## config.mk

```make
export PLATFORM = sky130hd
export DESIGN_NAME = sdram_rw_tester
export DESIGN_NICKNAME = d
export VERILOG_FILES = /design/src/rtl/sdram_rw_tester.sv
export SDC_FILE = /design/constraint.sdc
export NUM_CORES = 1
export LEC_CHECK = 0
export CORE_ASPECT_RATIO = 1.4
export CORE_MARGIN = 2
export CORE_UTILIZATION = 59
export DETAILED_ROUTE_END_ITERATION = 8
export PLACE_DENSITY_LB_ADDON = 0.08
export SETUP_SLACK_MARGIN = 0.3
export SLEW_MARGIN = 10
export SYNTH_ARGS = -nofsm -noshare
export SYNTH_HDL_FRONTEND = slang
export SYNTH_SLANG_ARGS = --single-unit
```

## constraint.sdc

```tcl
create_clock -name clk -period 6.95 [get_ports clk]
set_clock_uncertainty 0.2 [all_clocks]
set_input_delay 1.39 -clock clk [delete_from_list [all_inputs] [get_ports clk]]
set_output_delay 1.39 -clock clk [all_outputs]
set_load 0.02 [all_outputs]
```

## src/rtl/sdram_rw_tester.sv

```systemverilog
// Avalon-MM SDRAM read/write tester: writes a generated pattern over a
// word range, reads it back pipelined, compares and reports mismatches.
module sdram_rw_tester #(
    parameter int DATA_W    = 16,
    parameter int ADDR_W    = 24,
    parameter int MAX_OUTST = 4,
    parameter int CNT_W     = 16
) (
    input  logic                  clk,
    input  logic                  rst,
    input  logic                  start,
    input  logic                  abort,
    input  logic [1:0]            mode,
    input  logic                  loop_en,
    input  logic [ADDR_W-1:0]     base_addr,
    input  logic [ADDR_W-1:0]     num_words,
    output logic [ADDR_W-1:0]     avm_address,
    output logic                  avm_read,
    output logic                  avm_write,
    output logic [DATA_W-1:0]     avm_writedata,
    output logic [DATA_W/8-1:0]   avm_byteenable,
    input  logic [DATA_W-1:0]     avm_readdata,
    input  logic                  avm_readdatavalid,
    input  logic                  avm_waitrequest,
    output logic                  busy,
    output logic                  done,
    output logic                  pass,
    output logic [CNT_W-1:0]      err_count,
    output logic [CNT_W-1:0]      pass_count,
    output logic [ADDR_W-1:0]     err_addr,
    output logic [DATA_W-1:0]     err_exp,
    output logic [DATA_W-1:0]     err_got
);

    localparam logic [2:0] S_IDLE   = 3'd0;
    localparam logic [2:0] S_WRITE  = 3'd1;
    localparam logic [2:0] S_READ   = 3'd2;
    localparam logic [2:0] S_DRAIN  = 3'd3;
    localparam logic [2:0] S_FINISH = 3'd4;

    localparam logic [ADDR_W-1:0] DW_A  = ADDR_W'(DATA_W);
    localparam logic [3:0]        MAX_O = 4'(MAX_OUTST);
    localparam logic [DATA_W-1:0] CHK_E = {(DATA_W/2){2'b10}};
    localparam logic [DATA_W-1:0] CHK_O = {(DATA_W/2){2'b01}};

    logic [2:0]        state_q, state_d;
    logic [1:0]        mode_q, mode_d;
    logic              loop_q, loop_d;
    logic [ADDR_W-1:0] base_q, base_d;
    logic [ADDR_W-1:0] num_q, num_d;
    logic [ADDR_W-1:0] idx_q, idx_d;
    logic [ADDR_W-1:0] ret_q, ret_d;
    logic [3:0]        outst_q, outst_d;
    logic              abort_q, abort_d;
    logic [CNT_W-1:0]  errc_q, errc_d;
    logic [CNT_W-1:0]  passc_q, passc_d;
    logic              pass_q, pass_d;
    logic [ADDR_W-1:0] eaddr_q, eaddr_d;
    logic [DATA_W-1:0] eexp_q, eexp_d;
    logic [DATA_W-1:0] egot_q, egot_d;

    logic              wr_en, rd_en, wr_acc, rd_acc, rtn, busy_w;
    logic [ADDR_W-1:0] idx_inc;
    logic [DATA_W-1:0] exp_rd;

    function automatic logic [DATA_W-1:0] pattern(
        input logic [1:0]        m,
        input logic [ADDR_W-1:0] i
    );
        unique case (m)
            2'd0:    pattern = DATA_W'(i);
            2'd1:    pattern = DATA_W'(1) << (i % DW_A);
            2'd2:    pattern = ~DATA_W'(i);
            default: pattern = i[0] ? CHK_O : CHK_E;
        endcase
    endfunction

    assign busy_w  = (state_q == S_WRITE) || (state_q == S_READ) ||
                     (state_q == S_DRAIN);
    assign wr_en   = (state_q == S_WRITE);
    assign rd_en   = (state_q == S_READ) && (outst_q < MAX_O) &&
                     (idx_q < num_q);
    assign wr_acc  = wr_en && !avm_waitrequest;
    assign rd_acc  = rd_en && !avm_waitrequest;
    // Returns with nothing in flight (e.g. while idle) are ignored.
    assign rtn     = avm_readdatavalid && (outst_q != 4'd0);
    assign idx_inc = idx_q + 1'b1;
    assign exp_rd  = pattern(mode_q, ret_q);

    assign avm_write      = wr_en;
    assign avm_read       = rd_en;
    assign avm_address    = (wr_en || rd_en) ? base_q + idx_q : '0;
    assign avm_writedata  = wr_en ? pattern(mode_q, idx_q) : '0;
    assign avm_byteenable = '1;
    assign busy           = busy_w;
    assign done           = (state_q == S_FINISH);
    assign pass           = pass_q;
    assign err_count      = errc_q;
    assign pass_count     = passc_q;
    assign err_addr       = eaddr_q;
    assign err_exp        = eexp_q;
    assign err_got        = egot_q;

    always_comb begin
        state_d = state_q;
        mode_d  = mode_q;
        loop_d  = loop_q;
        base_d  = base_q;
        num_d   = num_q;
        idx_d   = idx_q;
        ret_d   = ret_q;
        abort_d = abort_q;
        errc_d  = errc_q;
        passc_d = passc_q;
        pass_d  = pass_q;
        eaddr_d = eaddr_q;
        eexp_d  = eexp_q;
        egot_d  = egot_q;
        outst_d = outst_q + {3'b000, rd_acc} - {3'b000, rtn};

        if (busy_w && abort) begin
            abort_d = 1'b1;
        end

        if (rtn) begin
            ret_d = ret_q + 1'b1;
            if (avm_readdata != exp_rd) begin
                if (errc_q != '1) begin
                    errc_d = errc_q + 1'b1;
                end
                if (errc_q == '0) begin
                    eaddr_d = base_q + ret_q;
                    eexp_d  = exp_rd;
                    egot_d  = avm_readdata;
                end
            end
        end

        unique case (state_q)
            S_IDLE: begin
                if (start) begin
                    mode_d  = mode;
                    loop_d  = loop_en;
                    base_d  = base_addr;
                    num_d   = num_words;
                    idx_d   = '0;
                    ret_d   = '0;
                    abort_d = 1'b0;
                    errc_d  = '0;
                    eaddr_d = '0;
                    eexp_d  = '0;
                    egot_d  = '0;
                    pass_d  = 1'b0;
                    if (num_words == '0) begin
                        pass_d  = 1'b1;
                        state_d = S_FINISH;
                    end else begin
                        passc_d = '0;
                        state_d = S_WRITE;
                    end
                end
            end
            S_WRITE: begin
                if (wr_acc) begin
                    if (idx_inc == num_q) begin
                        idx_d   = '0;
                        state_d = S_READ;
                    end else begin
                        idx_d = idx_inc;
                    end
                end
            end
            S_READ: begin
                if (rd_acc) begin
                    if (idx_inc == num_q) begin
                        idx_d   = '0;
                        state_d = S_DRAIN;
                    end else begin
                        idx_d = idx_inc;
                    end
                end
            end
            S_DRAIN: begin
                if (outst_q == 4'd0) begin
                    passc_d = passc_q + 1'b1;
                    ret_d   = '0;
                    // An abort arriving in this very cycle still counts.
                    if (loop_q && !abort_q && !abort) begin
                        state_d = S_WRITE;
                    end else begin
                        pass_d  = (errc_q == '0);
                        state_d = S_FINISH;
                    end
                end
            end
            default: begin
                state_d = S_IDLE;
            end
        endcase
    end

    always_ff @(posedge clk) begin
        if (rst) begin
            state_q <= S_IDLE;
            mode_q  <= '0;
            loop_q  <= 1'b0;
            base_q  <= '0;
            num_q   <= '0;
            idx_q   <= '0;
            ret_q   <= '0;
            outst_q <= '0;
            abort_q <= 1'b0;
            errc_q  <= '0;
            passc_q <= '0;
            pass_q  <= 1'b0;
            eaddr_q <= '0;
            eexp_q  <= '0;
            egot_q  <= '0;
        end else begin
            state_q <= state_d;
            mode_q  <= mode_d;
            loop_q  <= loop_d;
            base_q  <= base_d;
            num_q   <= num_d;
            idx_q   <= idx_d;
            ret_q   <= ret_d;
            outst_q <= outst_d;
            abort_q <= abort_d;
            errc_q  <= errc_d;
            passc_q <= passc_d;
            pass_q  <= pass_d;
            eaddr_q <= eaddr_d;
            eexp_q  <= eexp_d;
            egot_q  <= egot_d;
        end
    end

endmodule
```

### Word level (Yosys, flattened, before mapping)

Index checks and enable logic that the tools add are counted.

* register bits: 196
* input bits: 73
* output and inout port bits: 135
* logic and storage cells: 129

* $add $sub $neg: 8
* $lt $le $gt $ge: 2
* eq/ne operators: 17
* shift-type cells: 2
* multiplexer cells: 56
* bitwise logic cells: 2
* reduce and logical (&&, ||, !) cells: 27

Operator list (count)
* two-way mux 16 bit: 21
* two-way mux 24 bit: 13
* one-hot mux 16 bit (3 select lines): 2
* one-hot mux 24 bit (3 select lines): 1
* adder 24 x 1 -> 24 bit, second input constant: 2
* adder 24 bit: 2
* one-hot mux 24 bit (2 select lines): 1
* adder 16 x 1 -> 16 bit, second input constant: 2
* NOT 16 bit: 2
* one-hot mux 16 bit (2 select lines): 1
* << shifter 1 x 4 -> 16 bit, first input constant: 2
* equality test 24 bit: 1
* logical NOT 24 bit: 1
* less-than comparator 24 bit: 1
* two-way mux 3 bit: 8
* logical NOT 16 bit: 1
* != test 16 bit: 1
* != test 16 bit, second input constant: 1
* one-hot mux 3 bit (4 select lines): 1
* AND reduction 4 bit: 3
* logical AND 1 bit: 8
* != test 2 x 1 -> 1 bit, second input constant: 4
* != test 2 bit, second input constant: 4
* two-way mux 1 bit: 7
* 19 further kinds: 24

### Longest topological paths before layout

Gate-level depths: netlist (run 1).

* depth after elaboration: 7
* depth in mapped cells: 15
* mapped depth without buffers: 14

### Worst setup path before layout (run 1)

No wires, ideal clock.

* path kind: flip-flop to output port
* start point: reg base_q[0]
* end point: out avm_address[22]
* arrival time: 2915 ps
* path slack: 2445 ps
* cell stages (with the launch flop): 11
* cell sequence: dfxtp_1 ha_1 fa_1 a21oi_1 o21ai_0 o41ai_1 a21oi_1 a41oi_1 a21oi_1 a31oi_1 mux2i_1

* cells in the longest elaborated chain, start to end: 2

Ends and longest elaborated chain
* start: declaration: line 49 `logic [ADDR_W-1:0] base_q, base_d;`
* start signal: assignment: line 223 `base_q <= base_d;`
* adder 24 bit: line 92 `assign avm_address = (wr_en || rd_en) ? base_q + idx_q : '0;`
* two-way mux 24 bit: line 92
* end: declaration: line 17 `output logic [ADDR_W-1:0] avm_address,`

No other way between the ends.

### Worst setup path in the final report (run 1)

* start point: reg idx_q[0]
* end point: out avm_address[22]

* cells in the longest elaborated chain, start to end: 4
* elaborated cells between the ends (all ways): 5

Ends and longest elaborated chain
* start: declaration: line 51 `logic [ADDR_W-1:0] idx_q, idx_d;`
* start signal: assignment: line 225 `idx_q <= idx_d;`
* less-than comparator 24 bit: line 82 `(idx_q < num_q);`
* logical AND 1 bit: line 81 `assign rd_en = (state_q == S_READ) && (outst_q < MAX_O) &&`
* logical OR 1 bit: line 92
* two-way mux 24 bit *: line 92

Every way passes the cells marked *; elsewhere a longest branch is shown, timed or not.

==> out/qor.csv, run 1 <==
metric,value,unit
status,finished clean,
power dissipated by switching net loads,1.526,mW
Synth top cells by count,"196 x sky130_fd_sc_hd__dfxtp_1, 189 x sky130_fd_sc_hd__nand2_1, 176 x sky130_fd_sc_hd__nor2_1",
area share of xor/xnor cells in the synthesized design,8.556,%
initial antenna violation count,0,
dominant combinational cell family by area after synthesis,simple AND/OR/NAND/NOR gates,
wire per inst,17.99,um
Post-Syn Instances,1655,
number of buffers added for setup after CTS,0,
Finished Core Util,72.41,%
post-synthesis compound-gate area fraction,18.53,%
asr flop ratio synth,0,%
number of hold buffers added after cts,0,
count of yosys warnings during synthesis,0,
area enclosed by the die boundary,0.02308,sq mm
Max-cap violations,0,
growth of design area from synthesis to finish,21.82,%
startpoint types,flip-flop,
clock-pin slew of the registers on the worst-case setup and hold paths,0.07,ns
met3 Track Usage GR,4.178,%
Detailed Routing Iterations Pass 1,6,
die width,129.0,um
measured slew at the worst slew-check pin,1.101,ns
"Net count, final",1976,
violation count after the first detailed-route iteration,730,
post-detailed-placement cell area,0.01508,sq mm
mean area per synthesized cell,7.794,sq um
Adder-Cell Fraction of Synth Area,9.196,%
PD cells,251.5,mW/mm^2
ratio of final minimum period to clock period,89.74,%
number of synthesized flops with an enable pin,0,
drt drc,0,
Cell Int Power,2.427,mW
DP HPWL,29160,um
part of the Yosys area used for sequential elements,30.42,%
Post-Layout Inst Area,0.01571,sq mm
H-tree depth reported by CTS,4,
final-report setup violation count,0,
crit path capture type,output pin,
number of instances resized during post-cts repair,0,
drt total wl,38140,um
largest vdd supply drop,0.1745,mV
CP Max Fanout,12,
depth of the worst hold-timing path,2,
io pins,208,
worst slack at placement,1.274,ns
R2R Path Start,idx_q[13],
GPL Wtd Cong,1.006,
met1 routing resource usage after global routing,34.98,%
Antenna Violating Nets Remaining,0,
Port-buffer cells,205,
gr usage total,32.58,%
simple-gate share of the synthesized area,24.10,%
number of buffers created by CTS,17,
leakage power of the design,6.078,nW
Vert. Die Dim,179.0,um
Initial Utilization,59.44,%
terminating pin of the worst hold path,num_q[0],
gr ovfl total,0,
launch point of the worst hold path,num_q[0],
minimum setup slack in the final design,0.7129,ns
share of power burned in registers,34.4,%
maximum buffer depth of the clock tree,2,
part of the power in the clock network,26.5,%
layer with the highest usage,met2,
mean number of vias per cell,6.010,
total via count after detailed routing,12742,
worst setup path category,reg2out,
Period minus WS final,6.237,ns
clock latency at the later pin of the worst-skew pair,0.44,ns
number of global-route vias before repair,11790,
maximum number of pins on one net before global-route repair,62,
r2r worst-path depth,10,
core area,0.02170,sq mm
Placement Rows,64,
Fmax achieved,160.3,MHz
proportion of layout cells with a drive suffix above 1,3.511,%
Total Negative Setup Slacks,0,ns
reg2reg end,idx_q[6],
Crit path arrival time,4.65,ns
clock sink count,196,
share of Yosys cell area claimed by the top area cell type,30.42,%
summed instance area of the synthesized netlist,0.01290,sq mm
fraction of power consumed by combinational cells,39.1,%
classification of the worst-slack hold path,reg2reg,
dominant cell type by area after synthesis,sky130_fd_sc_hd__dfxtp_1,
max-slew headroom at the worst pin,26.52,%
Diodes inserted,0,
"Data required, critical path",5.36,ns
most frequently used cell type in the post-synthesis netlist,sky130_fd_sc_hd__dfxtp_1,
"top cells by area, synth","sky130_fd_sc_hd__dfxtp_1 30%, sky130_fd_sc_hd__ha_1 8.7%, sky130_fd_sc_hd__a21oi_1 6.6%, sky130_fd_sc_hd__nand2_1 5.5%, sky130_fd_sc_hd__xnor2_1 5.3%",
top flip-flop cell by instance count after synthesis,sky130_fd_sc_hd__dfxtp_1,
CTS tree,yes,
wire length of the first global-routing pass,59100,um
R2R setup slack,2.34,ns
switching part of the total,38.60,%
proportion of synthesized area in mux cells,4.346,%
global-route met2 utilization,60.34,%
hold violation total from the final report,0,
Synth Register Bits,196,
clk root buf,sky130_fd_sc_hd__clkbuf_16,
unrepaired setup endpoints after global routing,no,
Final Max Tran Viols,0,
Unique masters post-synth,76,
-- metal layers --
layer  wire (um)  vias to the layer above
met4        2177                        0
met3        1918                      134
met2       19840                      483
met1       14210                     5941
li1            -                     6184
met5           0                        -
-- sequential cells by signal (all words and copies together), names as in the netlist, 2 cells and up --
signal	count
base_q	24
err_addr	24
idx_q	24
num_q	24
ret_q	24
err_count	16
err_exp	16
err_got	16
pass_count	16
outst_q	4
state_q	3
mode_q	2
-- how the worst max path moves through the flow --
stage	startpoint	endpoint	slack, ns
2_1_floorplan	base_q[0]	avm_address[22]	2.44
3_3_place_gp	idx_q[0]	avm_address[22]	1.39
3_5_place_dp	idx_q[0]	avm_address[22]	1.27
4_1_cts	idx_q[0]	avm_address[22]	0.76
5_1_grt	idx_q[0]	avm_address[22]	0.51
6_report	idx_q[0]	avm_address[22]	0.71
-- stage by stage --
| step | power [mW] | instances | hold WS [ns] |
|---|---|---|---|
| final | 3.952 | 2120 | 0.2645 |
| after CTS | 3.951 | 2120 | 0.2634 |
| after global routing | 4.154 | 2120 | 0.2957 |
| after detailed placement | 2.903 | 2088 | 0.2533 |
| after floorplan | 2.408 | 1656 | 0.2315 |
| after global placement | 2.875 | 2088 | 0.2416 |
-- cell usage in the layout, fill, tap and decap left out, drive strengths merged, types with 6 or more instances in the layout --
cell           count
nor2b             21
clkdlybuf4s50    204
clkbuf            19
nand2b            11
nor2             177
a21oi            169
a21o              18
or4               11
clkinv             8
nor3              34
buf               12
o21a              12
nand3             47
o31ai              8
o21ai             68
nand2            189
dfxtp            196
mux2i             56
nor4              15
nand4             32
and2              23
and3              27
or3               18
nor3b              6
a311oi            12
ha                90
o2111ai            6
xnor2             78
xor2              48
a31oi             13
and4              10
a211oi            26
inv               76
-- cells by family (layout without fill, tap and decap cells) --
kind of cell	Yosys count	after routing
AND/OR/NAND/NOR	639	639
AO/OA/AOI/OAI	388	388
flip-flops	196	196
buffers and inverters	156	323
XOR/XNOR	126	126
adder cells (fa/ha/maj)	93	93
multiplexers	56	56
other	1	2
-- worst max-delay path: stages, from the launching register on --
cell,delay [ns]
sky130_fd_sc_hd__dfxtp_1,0.44
sky130_fd_sc_hd__ha_1,0.29
sky130_fd_sc_hd__fa_1,0.43
sky130_fd_sc_hd__a21oi_1,0.23
sky130_fd_sc_hd__o21ai_0,0.18
sky130_fd_sc_hd__o41ai_1,0.79
sky130_fd_sc_hd__a21oi_1,0.22
sky130_fd_sc_hd__a41oi_1,0.41
sky130_fd_sc_hd__a21oi_1,0.17
sky130_fd_sc_hd__a31oi_1,0.23
sky130_fd_sc_hd__mux2i_1,0.21
sky130_fd_sc_hd__clkdlybuf4s50_1,0.62
-- layout make-up --
class,instances,area (sq um)
Clock buffer,19,452.9
Clock inverter,13,176.4
Fill cell,1765,5988
Inverter,75,281.5
Multi-Input combinational cell,1304,8377
Sequential cell,196,3924
Tap cell,297,371.6
Timing Repair Buffer,216,2130
-- power by group through the flow --
| stage | clock, mW | combinational, mW | sequential [mW] |
|---|---|---|---|
| floorplan | 0 | 1.04 | 1.37 |
| global placement | 0 | 1.50 | 1.38 |
| detailed placement | 0 | 1.52 | 1.38 |
| CTS | 1.06 | 1.54 | 1.36 |
| global route | 1.10 | 1.68 | 1.37 |
| finish | 1.05 | 1.55 | 1.36 |
(Power assumes the default switching activity.)
==> inputs of run 2 (changes only) <==
--- a/config.mk
+++ b/config.mk
@@ -8,6 +8,7 @@
 export CORE_ASPECT_RATIO = 1.4
 export CORE_MARGIN = 2
 export CORE_UTILIZATION = 59
+export CTS_CLUSTER_DIAMETER = 30
 export DETAILED_ROUTE_END_ITERATION = 8
 export PLACE_DENSITY_LB_ADDON = 0.08
 export SETUP_SLACK_MARGIN = 0.3
==> results of run 2 <==
Same layout as run 1: the final DEF is identical, and so are final timing and power.
